### config.mk
export PLATFORM = sky130hd
export DESIGN_NAME = reg_width_downsizer
export DESIGN_NICKNAME = d
export VERILOG_FILES = /design/src/rtl/reg_width_downsizer.sv
export SDC_FILE = /design/constraint.sdc
export NUM_CORES = 1
export LEC_CHECK = 0
export BUFFER_PORTS_ARGS = -buffer_cell sky130_fd_sc_hd__buf_4
export CORE_MARGIN = 2
export CORE_UTILIZATION = 47
export CTS_CLUSTER_SIZE = 40
export DETAILED_ROUTE_END_ITERATION = 16
export GPL_ROUTABILITY_DRIVEN = 0
export GPL_TIMING_DRIVEN = 0
export MAX_ROUTING_LAYER = met4
export PLACE_DENSITY = 0.8
export SLEW_MARGIN = 5
export SYNTH_ARGS = -nofsm -noshare
export SYNTH_HDL_FRONTEND = slang
export SYNTH_SLANG_ARGS = --single-unit
### constraint.sdc
create_clock -name clk_i -period 2 [get_ports clk_i]
set_clock_uncertainty 0.2 [all_clocks]
set_input_delay 0.2 -clock clk_i [delete_from_list [all_inputs] [get_ports clk_i]]
set_output_delay 0.2 -clock clk_i [all_outputs]
set_load 0.01 [all_outputs]
### src/rtl/reg_width_downsizer.sv
// reg_width_downsizer
//   Register-bus data-width converter. One wide request on the slave port is
//   serialised into Ratio = WideDataWidth/NarrowDataWidth narrow beats on the
//   master port. Only one transaction is in flight at a time.
//
//   Optional feature macro: REG_DWN_SKIP_EMPTY_EN
//     When defined, a write beat whose strobe slice is all-zero is not issued.
//     It takes one ISSUE cycle with m_req_valid_o low, and then the beat index
//     advances. Reads are never skipped.
//
// Ports
//   clk_i, rst_i           clock, synchronous active-high reset
//   s_req_*_i              wide request (valid, addr, write, wdata, wstrb)
//   s_rsp_ready_o          one-cycle completion pulse
//   s_rsp_rdata_o/error_o  assembled read data / OR of beat errors; these hold
//                          their values until the next request is captured
//   m_req_*_o              narrow beat request (valid, addr, write, wdata, wstrb)
//   m_rsp_*_i              narrow beat response (ready, rdata, error)
module reg_width_downsizer #(
   parameter int unsigned AddrWidth       = 32,
   parameter int unsigned WideDataWidth   = 64,
   parameter int unsigned NarrowDataWidth = 32
) (
   input  logic                         clk_i,
   input  logic                         rst_i,
   input  logic                         s_req_valid_i,
   input  logic [AddrWidth-1:0]         s_req_addr_i,
   input  logic                         s_req_write_i,
   input  logic [WideDataWidth-1:0]     s_req_wdata_i,
   input  logic [WideDataWidth/8-1:0]   s_req_wstrb_i,
   output logic                         s_rsp_ready_o,
   output logic [WideDataWidth-1:0]     s_rsp_rdata_o,
   output logic                         s_rsp_error_o,
   output logic                         m_req_valid_o,
   output logic [AddrWidth-1:0]         m_req_addr_o,
   output logic                         m_req_write_o,
   output logic [NarrowDataWidth-1:0]   m_req_wdata_o,
   output logic [NarrowDataWidth/8-1:0] m_req_wstrb_o,
   input  logic                         m_rsp_ready_i,
   input  logic [NarrowDataWidth-1:0]   m_rsp_rdata_i,
   input  logic                         m_rsp_error_i
);

   localparam int unsigned Ratio = WideDataWidth / NarrowDataWidth;
   localparam int unsigned WB    = WideDataWidth / 8;
   localparam int unsigned NB    = NarrowDataWidth / 8;
   localparam int unsigned IdxW  = (Ratio > 1) ? $clog2(Ratio) : 1;

   localparam logic [IdxW-1:0]      LastIdx    = IdxW'(Ratio - 1);
   localparam logic [AddrWidth-1:0] AlignMask  = ~AddrWidth'(WB - 1);
   localparam logic [AddrWidth-1:0] BeatStride = AddrWidth'(NB);

   typedef enum logic [1:0] {StIdle, StIssue, StDone} state_e;

   state_e                     state_q, state_d;
   logic [IdxW-1:0]            idx_q;
   logic [AddrWidth-1:0]       base_q;
   logic                       write_q;
   logic [WideDataWidth-1:0]   wdata_q;
   logic [WB-1:0]              wstrb_q;
   logic [WideDataWidth-1:0]   rdata_q;
   logic                       error_q;

   logic [NarrowDataWidth-1:0] wdata_slice;
   logic [NB-1:0]              wstrb_slice;
   logic                       skip_beat;
   logic                       beat_done;
   logic                       capture;

   assign wdata_slice = wdata_q[idx_q*NarrowDataWidth +: NarrowDataWidth];
   assign wstrb_slice = wstrb_q[idx_q*NB +: NB];

`ifdef REG_DWN_SKIP_EMPTY_EN
   assign skip_beat = (state_q == StIssue) && write_q && (wstrb_slice == '0);
`else
   assign skip_beat = 1'b0;
`endif

   assign s_rsp_rdata_o = rdata_q;
   assign s_rsp_error_o = error_q;

   // Next-state and outputs. Master outputs are forced to zero outside ISSUE.
   always_comb begin
      state_d       = state_q;
      capture       = 1'b0;
      beat_done     = 1'b0;
      s_rsp_ready_o = 1'b0;
      m_req_valid_o = 1'b0;
      m_req_addr_o  = '0;
      m_req_write_o = 1'b0;
      m_req_wdata_o = '0;
      m_req_wstrb_o = '0;
      unique case (state_q)
         StIdle: begin
            if (s_req_valid_i) begin
               capture = 1'b1;
               state_d = StIssue;
            end
         end
         StIssue: begin
            m_req_valid_o = ~skip_beat;
            m_req_addr_o  = base_q + AddrWidth'(idx_q) * BeatStride;
            m_req_write_o = write_q;
            m_req_wdata_o = wdata_slice;
            m_req_wstrb_o = write_q ? wstrb_slice : '0;
            // A skipped beat retires without waiting for the master.
            beat_done     = skip_beat | m_rsp_ready_i;
            if (beat_done && (idx_q == LastIdx)) begin
               state_d = StDone;
            end
         end
         StDone: begin
            s_rsp_ready_o = 1'b1;
            state_d       = StIdle;
         end
         default: state_d = StIdle;
      endcase
   end

   always_ff @(posedge clk_i) begin
      if (rst_i) begin
         state_q <= StIdle;
         idx_q   <= '0;
         base_q  <= '0;
         write_q <= 1'b0;
         wdata_q <= '0;
         wstrb_q <= '0;
         rdata_q <= '0;
         error_q <= 1'b0;
      end else begin
         state_q <= state_d;
         if (capture) begin
            base_q  <= s_req_addr_i & AlignMask;
            write_q <= s_req_write_i;
            wdata_q <= s_req_wdata_i;
            wstrb_q <= s_req_wstrb_i;
            rdata_q <= '0;
            error_q <= 1'b0;
            idx_q   <= '0;
         end else if (beat_done) begin
            if (!skip_beat) begin
               if (!write_q) begin
                  rdata_q[idx_q*NarrowDataWidth +: NarrowDataWidth] <= m_rsp_rdata_i;
               end
               // Errors accumulate; remaining beats are still issued.
               error_q <= error_q | m_rsp_error_i;
            end
            if (idx_q != LastIdx) begin
               idx_q <= idx_q + IdxW'(1);
            end
         end
      end
   end

endmodule

==> out/metrics.csv, run 1 <==
stage;metric;value;unit
floorplan;die-area;14700;µm²
detailed_routing;wl;29200;µm
placement;dp.final_hpwl;15000;µm
final_layout;drive_above_1_share;0.383;
sta;maxSlewViolCount;0;
floorplan;floorplan.initialDensity;0.483;
global_routing;antenna_found_initial;1;
global_routing;grt_usage;0.348;
floorplan;fp-row-count;42;
flow_run;drv_cap;0;
sta;worst_slew_pin_slew;573;ps
final_layout;fin_nets;1246;
clock_network;cts_tree;yes;
clock_network;cts-root-buf;clkbuf_16;
detailed_routing;drt_iter0_markers;868;
placement;io_buffers;272;
pwr;powerDensity;752;nW/µm²
final_layout;final_area;11400;µm²
global_routing;grt_remaining_overflow;0;
placement;dpl.cell_count;1107;
detailed_routing;remaining_drc_errors;0;
floorplan;die_w;121;µm
clock_network;htreeDepth;4;
clock_network;clk_pin_slew;60;ps
placement;dp_slack;-121;ps
floorplan;io_pins;278;
setup_path;rrSetupSlack;30;ps
global_routing;grt_pass1_vias;7424;
sta;timing.final.ws_setup;-60.0;ps
detailed_routing;drt.antenna.violating_nets;0;
run_status;outcome;finished, violations left;
clock_network;cts_made_buffers;17;
sta;slew_headroom;0.618;
floorplan;die_h;121;µm
sta;max_freq;485;MHz
synth;ys_ff_latch;170;
synth;synth_area;6450;µm²
setup_path;cp-start-kind;flop;
synth;syn_area_per_cell;9.80;µm²
synth;syn_inst;658;
detailed_routing;viasPerCell;5.93;
setup_path;critPathCaptureType;output pin;
final_layout;syn_to_final_growth;76.2;%
run_status;violations;negative setup slack;
sta;period_needed;2060;ps
global_routing;grt_max_degree;17;
clock_network;clock_path_buffers;2;
detailed_routing;drtPass1Iterations;5;
clock_network;clk_latency;430;ps
synth;synth_seq_area_share;0.528;
floorplan;core_area;13300;µm²
final_layout;final_cells;1293;
sta;rsz0062_at_grt;true;
sta;timing.final.hold_violations;0;
setup_path;worst-endpoint-arrival;1660;ps
hold_path;hp-class;input pin to flop;
setup_path;required;1600;ps
placement;post_dp_cell_area;8720;µm²
clock_network;clock_sinks;170;
pwr;vdd_ir_drop_max;0.601;mV
setup_path;path_class;flop to output pin;
sta;finalSetupViolCount;29;
detailed_routing;num_vias;7667;
pwr;power_leakage;4.83;nW
sta;period_share;1.03;
setup_path;critPathMaxFanout;8;
synth;ys.warnings.count;0;
global_routing;grt_pass1_wl;38700;µm
detailed_routing;wire_per_inst;22.6;µm
synth;synthDistinctLibCells;22;
## logic make-up (layout without fill, tap and decap cells)
| logic type | after synthesis | in the layout | share of synthesized area |
|---|---|---|---|
| AO/OA/AOI/OAI | 233 | 233 | 0.240 |
| buffers and inverters | 73 | 530 | 0.0623 |
| flip-flops | 170 | 170 | 0.528 |
| multiplexers | 36 | 36 | 0.0559 |
| other | 1 | 3 | 0.000581 |
| AND/OR/NAND/NOR | 145 | 145 | 0.113 |
## state kept, by name, summed over array words and instances, names as in the netlist
register / flops
s_rsp_rdata_o: 64
wdata_q: 64
base_q: 29
wstrb_q: 8
state_q: 2
idx_q: 1
s_rsp_error_o: 1
write_q: 1
## layout by cell type (no fill, tap or decap), types with 5 or more instances in the layout
| master | synthesis | final |
|---|---|---|
| a21oi_1 | 66 | 66 |
| buf_4 | 10 | 276 |
| and2_4 | 0 | 21 |
| nor2_2 | 0 | 17 |
| o21ai_0 | 64 | 64 |
| buf_12 | 0 | 6 |
| nor2_1 | 40 | 22 |
| mux2i_4 | 0 | 7 |
| clkbuf_16 | 0 | 20 |
| dlygate4sd3_1 | 0 | 137 |
| and2_1 | 29 | 8 |
| buf_2 | 18 | 13 |
| nand3_1 | 64 | 64 |
| mux2i_2 | 0 | 5 |
| mux2i_1 | 36 | 24 |
| clkbuf_1 | 33 | 25 |
| a22o_1 | 102 | 102 |
| buf_6 | 9 | 35 |
| dfxtp_1 | 170 | 167 |
## what timing repair did
item,in CTS,in global routing
hold buffers,138,0
cloned,0,6
endpoints found under the setup margin,68,104
resized for setup,34,122
buffers inserted,5,9
endpoints found under the hold margin,170,0
pin swaps,0,7
## final cells by class
cell class	instances	area (µm²)
well taps	176	220
repair buffers	429	3730
inverters	3	18.8
flip-flops and latches	170	3410
diodes	1	2.50
fillers	652	1980
clock buffers	24	482
multi-input cells	416	2880
clock inverters	7	115
plain buffers	67	508
## power by group
group / switching, mW / internal [mW] / total (mW)
combinational: 0.645 / 0.763 / 1.41
clock: 1.40 / 2.06 / 3.46
sequential: 0.136 / 3.54 / 3.68
## per-layer routing
metal,global-route usage,part of all wire,vias to the layer above
li1,-,-,3278
met1,0.392,0.36,3622
met2,0.594,0.49,599
met3,0.0794,0.092,168
met4,0.147,0.054,0
met5,-,0,-
## path summary, 6_finish.rpt
path,start,end,depth (start not counted)
min,s_req_valid_i,state_q[0]$_SDFFE_PP0P_,3
max reg2reg,state_q[1]$_SDFFE_PP0P_,wdata_q[43]$_SDFFE_PP0P_,5
max,state_q[1]$_SDFFE_PP0P_,m_req_addr_o[14],6
min reg2reg,base_q[22]$_SDFFE_PP0P_,base_q[22]$_SDFFE_PP0P_,1
## per-stage QoR
stage | hold slack (ps) | TNS, ps | utilization | power [mW]
6_report | 46.0 | -725 | 0.852 | 8.55
5_1_grt | 71.5 | -2170 | 0.852 | 8.72
4_1_cts | 274 | -755 | 0.810 | 8.20
3_5_place_dp | 212 | -3470 | 0.653 | 4.63
3_3_place_gp | 208 | -2770 | 0.653 | 4.61
2_1_floorplan | 69.1 | 0 | - | 4.15
## critical path: stages (launching register included)
cell and delay (ps):
dfxtp_4 350, nand2b_4 160, clkinvlp_4 120, buf_12 160
buf_6 130, and2_1 170, buf_4 140
## synth_stat cells, drive strengths merged
cell	n	area, µm²
nand4bb	1	11.3
nand2	4	15.0
clkbuf	33	124
dfxtp	170	3400
o21ai	64	320
inv	3	11.3
and2	29	181
nor2	40	150
mux2i	36	360
buf	37	267
and4bb	1	12.5
nand2b	2	12.5
a22o	102	893
a21oi	66	330
conb	1	3.75
nor2b	2	12.5
nand3	64	320
nor3	1	5.00
or3b	1	11.3
a31oi	1	6.26
No activity file was read; power rests on OpenSTA's default activity.
==> run 2: changes to the inputs <==
- CELL_PAD_IN_SITES_DETAIL_PLACEMENT: unset -> 1
- CELL_PAD_IN_SITES_GLOBAL_PLACEMENT: unset -> 1
- CORE_UTILIZATION: 47 -> 35
- PLACE_DENSITY: 0.8 -> 0.81
==> out/metrics.csv, run 2 (synthesis gave the netlist of run 1 again) <==
stage;metric;value;unit;change
detailed_routing;drt_iter0_markers;360;;-59%
setup_path;worst-endpoint-arrival;1650;ps;about the same
run_status;violations;negative setup slack;;
pwr;vdd_ir_drop_max;0.623;mV;+3.7%
final_layout;final_cells;1337;;+3.4%
placement;dp_slack;-233;ps;-112 ps
final_layout;drive_above_1_share;0.339;;-0.0432
sta;slew_headroom;0.594;;-0.0237
hold_path;worstHoldPathCells;2;;-1
clock_network;htreeDepth;4;;unchanged
global_routing;grt_remaining_overflow;0;;unchanged
sta;worst_slew_pin_slew;608;ps;+35.6 ps
global_routing;grt_max_degree;17;;unchanged
detailed_routing;wl;31100;µm;+6.3%
placement;dpl.cell_count;1160;;+4.8%
clock_network;clk_pin_slew;60;ps;about the same
setup_path;slowest_stage;dfxtp_4;;
global_routing;grt_usage;0.310;;-0.0379
final_layout;final_common_cell;buf_4;;
clock_network;cts_made_buffers;17;;unchanged
final_layout;mostFrequentLayoutCells;buf_4, dfxtp_1, dlygate4sd3_1;;
detailed_routing;num_vias;7275;;-5.1%
setup_path;critPathCaptureType;output pin;;
sta;finalSetupViolCount;7;;-76%
flow_run;drv_cap;0;;unchanged
floorplan;die_h;140;µm;+15%
detailed_routing;remaining_drc_errors;0;;unchanged
global_routing;grt_pass1_wl;45900;µm;+19%
final_layout;syn_to_final_growth;69.8;%;
setup_path;max_stage_delay;360;ps;about the same
sta;period_share;1.03;;-0.00267
floorplan;io_pins;278;;unchanged
detailed_routing;drtPass1Iterations;5;;unchanged
setup_path;path_class;flop to output pin;;
setup_path;required;1600;ps;about the same
floorplan;core_area;18000;µm²;+35%
sta;rsz0062_at_grt;true;;
global_routing;grt_pass1_vias;7986;;+7.6%
detailed_routing;viasPerCell;5.44;;-8.2%
final_layout;fin_nets;1234;;-0.96%
clock_network;cts-root-buf;clkbuf_16;;
placement;io_buffers;272;;unchanged
pwr;powerDensity;747;nW/µm²;-0.65%
floorplan;die-area;19500;µm²;+33%
setup_path;reg2reg_depth;5;;unchanged
sta;maxSlewViolCount;0;;unchanged
clock_network;cts_tree;yes;;
final_layout;fillers;1986;;+200%
sta;timing.final.hold_violations;0;;unchanged
hold_path;hp-class;flop to flop;;
detailed_routing;drt.antenna.violating_nets;0;;unchanged
floorplan;floorplan.initialDensity;0.358;;-0.125
run_status;outcome;finished, violations left;;
pwr;power_leakage;4.66;nW;-3.5%
floorplan;die_w;140;µm;+15%
placement;dp.final_hpwl;17400;µm;+16%
sta;period_needed;2050;ps;-5.33 ps
sta;fin_tns_setup;-149;ps;+576 ps
setup_path;crit_path_cell_trace;clkbuf_16, buf_12, mux2i_2, nor2_1, buf_4;;
clock_network;clock_path_buffers;2;;unchanged
placement;post_dp_cell_area;8780;µm²;+0.76%
floorplan;fp-row-count;49;;+17%
global_routing;antenna_found_initial;2;;+1
setup_path;critPathMaxFanout;8;;unchanged
sta;timing.final.ws_setup;-54.7;ps;+5.33 ps
sta;max_freq;487;MHz;+0.26%
setup_path;cp-start-kind;flop;;
clock_network;clock_sinks;170;;unchanged
final_layout;final_area;11000;µm²;-3.6%
detailed_routing;wire_per_inst;23.2;µm;+2.8%
clock_network;clk_latency;430;ps;about the same
[run 2: through the flow]
step / power (mW) / util / hold WS [ps]
final: 8.18 / 0.608 / 278
after global routing: 8.41 / 0.608 / 304
after CTS: 8.03 / 0.603 / 277
after detailed placement: 4.66 / 0.487 / 200
after global placement: 4.63 / 0.487 / 195
after floorplan: 4.15 / - / 69.1
[run 2: per-layer routing]
layer  vias up  GRT usage  routed length (µm)  share of wire
met5         -          -                   0              0
met4         0      0.105                 805          0.026
met3        62     0.0643                2030          0.065
met2       362      0.539               15700           0.51
met1      3607      0.354               12500           0.40
li1       3244          -                   -              -
[run 2: repair_timing]
action / 4_1_cts / 5_1_grt
gates cloned: 1 / 0
pin swaps: 0 / 1
hold buffers: 138 / 0
setup buffers: 4 / 1
resized for setup: 38 / 29
hold endpoints to repair: 170 / 0
setup endpoints to repair: 68 / 156
[run 2: power breakdown]
| part | leakage, nW | total, mW | switching (mW) | internal (mW) |
|---|---|---|---|---|
| registers | 1.39 | 3.67 | 0.124 | 3.54 |
| clock network | 0.264 | 3.20 | 1.54 | 1.66 |
| logic | 3.01 | 1.31 | 0.623 | 0.691 |
[run 2: area by class of cell]
| cell class | instances | area, µm² | share of cell area |
|---|---|---|---|
| Antenna cell | 3 | 7.51 | 0.000685 |
| Buffer | 68 | 483 | 0.0441 |
| Clock buffer | 19 | 443 | 0.0404 |
| Clock inverter | 13 | 109 | 0.00994 |
| Inverter | 3 | 16.3 | 0.00149 |
| Multi-Input combinational cell | 416 | 2730 | 0.249 |
| Sequential cell | 170 | 3410 | 0.311 |
| Tap cell | 229 | 287 | 0.0262 |
| Timing Repair Buffer | 416 | 3470 | 0.317 |
[run 2: worst paths after layout]
kind / startpoint / endpoint / slack [ps]
setup / recovery: idx_q$_SDFFE_PP0P_ / m_req_wdata_o[27] / -50
hold / removal: s_rsp_error_o$_SDFFE_PP0P_ / s_rsp_error_o$_SDFFE_PP0P_ / 280
setup reg to reg: write_q$_SDFFE_PP0P_ / s_rsp_rdata_o[32]$_SDFFE_PP0P_ / 20
hold reg to reg: s_rsp_error_o$_SDFFE_PP0P_ / s_rsp_error_o$_SDFFE_PP0P_ / 280
[run 2: worst max-delay path: cells and delay by family, from the launching register on]
kind / cells / cell delay [ps]
DFF: 1 / 360
buffers and inverters: 3 / 480
muxes: 1 / 160
and+or+nand+nor: 1 / 220
